$ cat src/rtl/lap_stopwatch.sv
// BCD tenth-second stopwatch with prescaler, circular lap buffer and frozen-lap display.
// Define LAP_RECALL_EN to add the S3 button that browses stored laps while stopped.
module lap_stopwatch #(
  parameter int DIGITS    = 3,
  parameter int TICK_DIV  = 5000000,
  parameter int LAP_DEPTH = 4
) (
  input  logic                           clk,
  input  logic                           reset,
  input  logic                           S1,
  input  logic                           S2,
`ifdef LAP_RECALL_EN
  input  logic                           S3,
`endif
  output logic [7*DIGITS-1:0]            hex,
  output logic                           running,
  output logic [$clog2(LAP_DEPTH+1)-1:0] lap_count,
  output logic                           overflow
);

  localparam int CW    = $clog2(LAP_DEPTH + 1);
  localparam int PW    = (LAP_DEPTH > 1) ? $clog2(LAP_DEPTH) : 1;
  localparam int PRE_W = $clog2(TICK_DIV);
  localparam int BW    = 4 * DIGITS;

  typedef enum logic [1:0] {IDLE, RUN, STOP, LAP} state_t;

  state_t           state, state_nxt;
  logic             s1_q, s2_q, s1_rise, s2_rise;
  logic             counting, tick, capture, clear;
  logic [PRE_W-1:0] pre;
  logic [BW-1:0]    count, count_inc, disp;
  logic             wrap;
  logic [BW-1:0]    laps [LAP_DEPTH];
  logic [PW-1:0]    wr_ptr, newest;

  assign s1_rise  = S1 & ~s1_q;
  assign s2_rise  = S2 & ~s2_q;
  assign counting = (state == RUN) || (state == LAP);
  assign tick     = counting && (pre == PRE_W'(TICK_DIV - 1));
  assign running  = counting;
  assign newest   = (wr_ptr == '0) ? PW'(LAP_DEPTH - 1) : wr_ptr - 1'b1;

  // S1 is tested first everywhere so a simultaneous S2 edge is dropped.
  always_comb begin
    state_nxt = state;
    capture   = 1'b0;
    clear     = 1'b0;
    case (state)
      IDLE: if (s1_rise) state_nxt = RUN;
      RUN: begin
        if (s1_rise) state_nxt = STOP;
        else if (s2_rise) begin
          state_nxt = LAP;
          capture   = 1'b1;
        end
      end
      LAP: begin
        if (s1_rise) state_nxt = STOP;
        else if (s2_rise) state_nxt = RUN;
      end
      STOP: begin
        if (s1_rise) state_nxt = RUN;
        else if (s2_rise) begin
          state_nxt = IDLE;
          clear     = 1'b1;
        end
      end
      default: state_nxt = IDLE;
    endcase
  end

  always_comb begin
    logic carry;
    count_inc = count;
    carry     = 1'b1;
    for (int i = 0; i < DIGITS; i++) begin
      if (carry) begin
        if (count[4*i +: 4] == 4'd9) count_inc[4*i +: 4] = 4'd0;
        else begin
          count_inc[4*i +: 4] = count[4*i +: 4] + 4'd1;
          carry               = 1'b0;
        end
      end
    end
    wrap = carry;
  end

  always_ff @(posedge clk) begin
    if (reset) begin
      state     <= IDLE;
      s1_q      <= 1'b0;
      s2_q      <= 1'b0;
      pre       <= '0;
      count     <= '0;
      overflow  <= 1'b0;
      wr_ptr    <= '0;
      lap_count <= '0;
      for (int i = 0; i < LAP_DEPTH; i++) laps[i] <= '0;
    end else begin
      state <= state_nxt;
      s1_q  <= S1;
      s2_q  <= S2;
      if (clear) begin
        pre       <= '0;
        count     <= '0;
        overflow  <= 1'b0;
        wr_ptr    <= '0;
        lap_count <= '0;
        for (int i = 0; i < LAP_DEPTH; i++) laps[i] <= '0;
      end else begin
        if (counting) pre <= tick ? '0 : pre + 1'b1;
        else if (state == IDLE) pre <= '0;
        if (tick) begin
          count <= count_inc;
          if (wrap) overflow <= 1'b1;
        end
        // The lap stores the pre-increment value even when a tick lands on the same edge.
        if (capture) begin
          laps[wr_ptr] <= count;
          wr_ptr       <= (wr_ptr == PW'(LAP_DEPTH - 1)) ? '0 : wr_ptr + 1'b1;
          if (lap_count != CW'(LAP_DEPTH)) lap_count <= lap_count + 1'b1;
        end
      end
    end
  end

`ifdef LAP_RECALL_EN
  logic          s3_q, s3_rise;
  logic [CW-1:0] rd_idx;
  logic [PW-1:0] rd_sel;
  int            sel;

  assign s3_rise = S3 & ~s3_q;

  // rd_idx 0 means live; 1..lap_count walks from the newest lap to the oldest.
  always_ff @(posedge clk) begin
    if (reset) begin
      s3_q   <= 1'b0;
      rd_idx <= '0;
    end else begin
      s3_q <= S3;
      if (state_nxt != state) rd_idx <= '0;
      else if ((state == STOP) && s3_rise && (lap_count != '0))
        rd_idx <= (rd_idx == lap_count) ? '0 : rd_idx + 1'b1;
    end
  end

  always_comb begin
    sel = int'(wr_ptr) - int'(rd_idx);
    if (sel < 0) sel = sel + LAP_DEPTH;
    rd_sel = PW'(sel);
  end

  always_comb begin
    disp = count;
    if (state == LAP) disp = laps[newest];
    else if ((state == STOP) && (rd_idx != '0)) disp = laps[rd_sel];
  end
`else
  always_comb begin
    disp = count;
    if (state == LAP) disp = laps[newest];
  end
`endif

  function automatic logic [6:0] seg7(input logic [3:0] d);
    case (d)
      4'd0:    seg7 = 7'b1000000;
      4'd1:    seg7 = 7'b1111001;
      4'd2:    seg7 = 7'b0100100;
      4'd3:    seg7 = 7'b0110000;
      4'd4:    seg7 = 7'b0011001;
      4'd5:    seg7 = 7'b0010010;
      4'd6:    seg7 = 7'b0000010;
      4'd7:    seg7 = 7'b1111000;
      4'd8:    seg7 = 7'b0000000;
      4'd9:    seg7 = 7'b0010000;
      default: seg7 = 7'b1111111;
    endcase
  endfunction

  always_comb begin
    hex = '1;
    for (int i = 0; i < DIGITS; i++) hex[7*i +: 7] = seg7(disp[4*i +: 4]);
  end

endmodule

$ cat config.mk
export PLATFORM = sky130hd
export DESIGN_NAME = lap_stopwatch
export DESIGN_NICKNAME = d
export VERILOG_FILES = /design/src/rtl/lap_stopwatch.sv
export SDC_FILE = /design/constraint.sdc
export NUM_CORES = 1
export LEC_CHECK = 0
export CORE_MARGIN = 1.5
export CORE_UTILIZATION = 35
export CTS_BUF_LIST = sky130_fd_sc_hd__clkbuf_4 sky130_fd_sc_hd__clkbuf_8
export DETAILED_ROUTE_END_ITERATION = 8
export PLACE_DENSITY_LB_ADDON = 0.1
export SLEW_MARGIN = 20
export SYNTH_ARGS = -nofsm -noshare
export SYNTH_HDL_FRONTEND = slang
export SYNTH_SLANG_ARGS = --single-unit
$ cat constraint.sdc
create_clock -name clk -period 3.77 [get_ports clk]
set_input_delay 0.754 -clock clk [delete_from_list [all_inputs] [get_ports clk]]
set_output_delay 0.754 -clock clk [all_outputs]
set_load 0.01 [all_outputs]
# --- Word-level counts from Yosys, hierarchy flattened ---
# Memories as Yosys holds them, arrays and structs flattened.
# Cells that the tools add are included.
classes:
  add_sub_neg: 7
  n_eq_ne: 13
  muxes: 42
  bitwise_logic: 8
  n_reduce_logical: 12
ops:
  columns: ["operator", "n"]
  rows:
  - ["12-bit two-way mux", 6]
  - ["23-bit two-way mux", 3]
  - ["23-bit by 1-bit adder with 23-bit output (second input constant)", 1]
  - ["23-bit == test (second input constant)", 1]
  - ["2-bit two-way mux", 10]
  - ["1-bit two-way mux", 19]
  - ["4-bit by 1-bit adder with 4-bit output (second input constant)", 3]
  - ["4-bit == test (second input constant)", 3]
  - ["4-bit two-way mux", 3]
  - ["3-bit != test (second input constant)", 4]
  - ["12-bit OR reduction", 1]
  - ["2-bit one-hot mux with 4 select lines", 1]
  - ["2-bit AND reduction", 4]
  - ["2-bit == test (second input constant)", 3]
  - ["2-bit logical NOT", 2]
  - ["1-bit OR", 4]
  - ["4-bit AND reduction", 1]
  - ["3-bit by 1-bit adder with 3-bit output (second input constant)", 1]
  - ["2-bit by 1-bit adder with 2-bit output (second input constant)", 1]
  - ["1-bit bitwise AND", 2]
  - ["2-bit by 1-bit == test with 1-bit output (second input constant)", 1]
  - ["2-bit != test (second input constant)", 1]
  - ["1-bit NOT", 2]
  - ["2-bit nonzero test", 1]
  - ["other kinds (4)", 4]
totals:
  register_bits: 45
  ram_bits: 48
  rom_bits: 336
  inputBits: 4
  output_inout_bits: 26
  word_cells: 96
  mem_count: 4
memory_table:
  columns: ["name", "depth", "width", "read_ports", "rd_ports_with_merged_regs", "wr", "line_no", "source"]
  rows:
  - ["(name not given)", 16, 7, 1, 0, 0, "168", "case (d)"]
  - ["(name not given)", 16, 7, 1, 0, 0, "168", null]
  - ["(name not given)", 16, 7, 1, 0, 0, "168", null]
  - ["laps", 4, 12, 1, 0, 4, "34", "logic [BW-1:0] laps [LAP_DEPTH];"]

# --- Depth between registers and ports, before layout ---
depth:
  ltp_word: 11
  ltp_mapped: 12
  ltp_nobuf: 10

# --- Worst setup path after synthesis ---
# OpenSTA, ideal clock, no wires.
synth_timing:
  path_type: "reg-to-output"
  startpoint: "register wr_ptr[0]"
  endpoint: "output hex[10]"
  t_arrival_ns: 2.326
  required_time_ns: 3.016
  slack_ns: 0.690
  stages_incl_launch_ff: 10
  n_path_buf: 1
  cell_sequence: "dfxtp_1 inv_1 ha_1 nor2b_1 buf_4 mux4_2 mux2i_1 inv_1 ha_1 o211ai_1"
synth_between:
  elab_chain_cells: 5
synth_rtl:
  columns: ["item", "line_no", "source"]
  rows:
  - ["start: declaration", "35", "logic [PW-1:0] wr_ptr, newest;"]
  - ["start signal: assignment", "121", "wr_ptr <= (wr_ptr == PW'(LAP_DEPTH - 1)) ? '0 : wr_ptr + 1'b1;"]
  - ["2-bit by 1-bit subtractor with 2-bit output / 2-bit logical NOT (equally long branches)", "42", "assign newest = (wr_ptr == '0) ? PW'(LAP_DEPTH - 1) : wr_ptr - 1'b1;"]
  - ["2-bit two-way mux (*)", "42", null]
  - ["memory 4 x 12 bit (*)", null, null]
  - ["12-bit two-way mux (*)", "163", "if (state == LAP) disp = laps[newest];"]
  - ["memory 16 x 7 bit (*)", null, null]
  - ["end: declaration", "15", "output logic [7*DIGITS-1:0] hex,"]
# Every way passes the cells marked *; elsewhere a longest branch is shown, timed or not.

# --- Worst setup path in the final report ---
layout_timing:
  startpoint: "register wr_ptr[1]"
  endpoint: "output hex[0]"
# The elaborated chain is that of the path after synthesis.

==> out/results.ini <==
[worst_setup_path]
critPathSlowestCell = mux4_2
cpPeakStageDelay_ps = 510
path_delay_family = buffers and inverters
cp_common_cell = buf_4
worstReg2RegStart = state[0]
r2r-end = laps[2][0]
path_class = reg2out
path_cells = inv_1, ha_4, nor2b_4, buf_4, buf_6, mux4_2, mux2i_2, buf_4, and2_4, a21boi_4, a21oi_1, clkdlybuf4s15_1
r2r_setup_slack_ps = 1160
end_kind = primary output
path_depth = 12
required_ps = 3020
cp.arrival_ps = 2860
r2r_cells = 7
critPathLaunchType = flip-flop
cp_num_buf_inv = 5
crit_fanout = 7

[min_path]
min_path_type = reg2reg
worstHoldEndpoint = wr_ptr[1]
worstHoldPathCells = 2
holdCritStartpoint = wr_ptr[1]

[yosys]
synth_top_area_share = 0.287
yosysSeqAreaShare = 0.466
syn-cell-area_sq_mm = 0.00502
synthTopCellsByArea = edfxtp_1, dfxtp_1, and3_1
synth-simple-area-share = 0.253
async_flop_share = 0
syn_inst = 521
synth.area.mux_share = 0.0705
syn_nets = 535
synth-adder-area-share = 0.0249
synth_edf_count = 48
synth_flop_cell = edfxtp_1
synth_compound_area_frac = 0.127
yosys_warnings = 0
synth_seq_cells = 93
yosysTopAreaCell = edfxtp_1
synthDistinctLibCells = 63
avgSynthCellArea_sq_um = 9.64
synth_top_family_by_area = simple AND/OR/NAND/NOR gates
synth_xor_area_frac = 0.0140

[routing]
first_iter_violations = 313
vias_per_cell = 5.45
vias = 4041
dr.pass1.iters = 4
drc = 0
routed_wl_microns = 12500
drtAntennaViolNets = 0
post_drt_wl_per_cell_microns = 16.9

[grt]
grt_pass1_wl_microns = 20700
grtUsageTotal = 0.178
grt_max_degree = 26
grt.overflow.total = 0
grt_pass1_vias = 3869
antenna_found_initial = 0

[sta]
skew_ps = 8.21
fmax_mhz = 277
tightest_slew_ps = 842
setup_viol = 0
period_minus_slack_ps = 3610
setup_slack_ps = 156
drv_slew = 0
rsz0062_at_grt = false
maxSlewHeadroom = 0.435
setup-tns-final_ps = 0
hold_viol_final = 0
final.period_utilization = 0.959

[clocking]
tritoncts = yes
clock_path_buffers = 2
clock_latency_ps = 370
clkSinkCount = 93
hold_buffers = 0
htreeDepth = 3
clkTransAtPathRegs_ps = 90
cts_root_buffer = clkbuf_8
cts_buffers = 9

[power_and_ir_drop]
internal_power_w = 0.00145
clockPowerShare = 0.344
combPwrFrac = 0.080
p_sw_w = 0.000462
peakVddDrop_mv = 0.145
p_per_area_mw_per_mm2 = 322
p_sw_frac = 0.242
p_leak_nw = 2.46
power_frac_seq = 0.576

[floorplan]
dieArea_sq_mm = 0.0151
io_pins = 30
die-height_microns = 123
die_w_microns = 123
coreArea_sq_mm = 0.0139
start_util = 0.360
rows = 43

[placed_design]
hpwlAfterDp_microns = 8280
io_buffers = 29
place.gp.congestion = 0.826
place_ws_ps = 60.2
postPlaceCellArea_sq_mm = 0.00556

[final_layout]
multi_input_area_sq_mm = 0.00258
ff_latch_area_sq_mm = 0.00234
n_antenna_cell = 0
fill_cells = 1387
area_delta_synth_final_pct = 18.0
num-nets-final = 571
drive_gt1_frac = 0.169
stdcell_area_sq_mm = 0.00593

[flow_run]
max-cap-violations = 0

[status]
outcome = completed

cell type report:
type                            count  area share
Tap cell                          180      0.0380
Sequential cell                    93       0.395
Clock buffer                       15      0.0306
Multi-Input combinational cell    375       0.435
Timing Repair Buffer               61      0.0895
Clock inverter                      1    0.000844
Inverter                           17      0.0108
worst max path at each step:
stage | from | to
global placement | wr_ptr[1] | hex[10]
floorplan | wr_ptr[0] | hex[10]
detailed placement | wr_ptr[1] | hex[10]
CTS | wr_ptr[1] | hex[7]
finish | wr_ptr[1] | hex[0]
global route | wr_ptr[1] | hex[0]
routing by layer:
metal	wire (microns)	vias up	track usage
met5	0	-	0
met4	156	0	0.0589
met3	393	12	0.0279
met2	6120	64	0.294
met1	5870	1972	0.239
li1	-	1993	-
metrics by stage:
step,total power (W),util,cells,hold slack (ps)
6_report,0.00191,0.425,742,475
5_1_grt,0.00198,0.425,742,502
4_1_cts,0.00193,0.419,739,487
3_5_place_dp,0.00127,0.399,717,483
3_3_place_gp,0.00127,0.399,717,488
2_1_floorplan,0.00121,-,521,454
power groups by stage:
stage / clock network, W / registers, W / logic [W]
6_report: 0.000657 / 0.00110 / 0.000153
5_1_grt: 0.000706 / 0.00110 / 0.000170
4_1_cts: 0.000673 / 0.00110 / 0.000154
3_5_place_dp: 0 / 0.00112 / 0.000150
3_3_place_gp: 0 / 0.00112 / 0.000148
2_1_floorplan: 0 / 0.00112 / 0.0000922
cell usage in the layout (no fill, tap or decap), types with 5 or more instances in the layout:
master            n
a21oi_1          37
a311oi_1         12
a31oi_1           8
and3_1           49
buf_4            30
clkbuf_8         11
clkdlybuf4s50_1  10
dfxtp_1          44
dlygate4sd2_1     8
dlymetal6s2s_1    7
edfxtp_1         48
ha_1              8
inv_1            15
mux2i_1          10
mux4_2            7
nand2_1          59
nand3_1          16
nand4_1           7
nor2_1           40
nor2b_1           8
nor3_1            9
o211ai_1          5
o21ai_0          11
or3_1             6
xnor2_1           6
logic make-up (layout without fill, tap and decap cells):
kind of cell,after synthesis,count (layout)
multiplexers,24,24
AO/OA/AOI/OAI,100,100
adder cells (fa/ha/maj),10,10
flip-flops,93,93
AND/OR/NAND/NOR,233,233
buffers and inverters,53,94
XOR/XNOR,8,8
what timing repair did:
item / CTS / global route
buffers inserted: 6 / 3
pin swaps: 1 / 1
hold endpoints to repair: 0 / 0
setup endpoints to repair: 21 / 19
gates resized for setup: 33 / 22
gates cloned: 0 / 0
Yosys cell counts, types with 3 or more instances:
master / instances
xnor2_1: 6
a21o_1: 4
mux2i_1: 14
buf_2: 9
a22oi_1: 4
nor2b_1: 9
o22ai_1: 3
and3_1: 49
inv_1: 16
nor2_1: 40
and4_1: 4
a211oi_1: 3
o211ai_1: 5
nand4_1: 7
nor4_1: 3
ha_1: 10
a311oi_1: 12
nand2_1: 59
dfxtp_1: 45
nor3_1: 9
edfxtp_1: 48
o21ai_0: 12
clkbuf_1: 23
a21oi_1: 37
or3_1: 6
nor3b_1: 3
and2_1: 4
nand3_1: 18
mux4_2: 7
a31oi_1: 8
tightest hold or removal path, cell delays in order (launching register included):
cell and delay [ps]:
dfxtp_2 330, nand2_1 50, a21oi_1 50
flip-flops by register name (all words and copies together) (netlist names):
register   flops
laps          48
pre           23
count         12
lap_count      3
state          2
wr_ptr         2
overflow       1
s1_q           1
s2_q           1
Note: power is estimated with default switching activity, not from simulation.
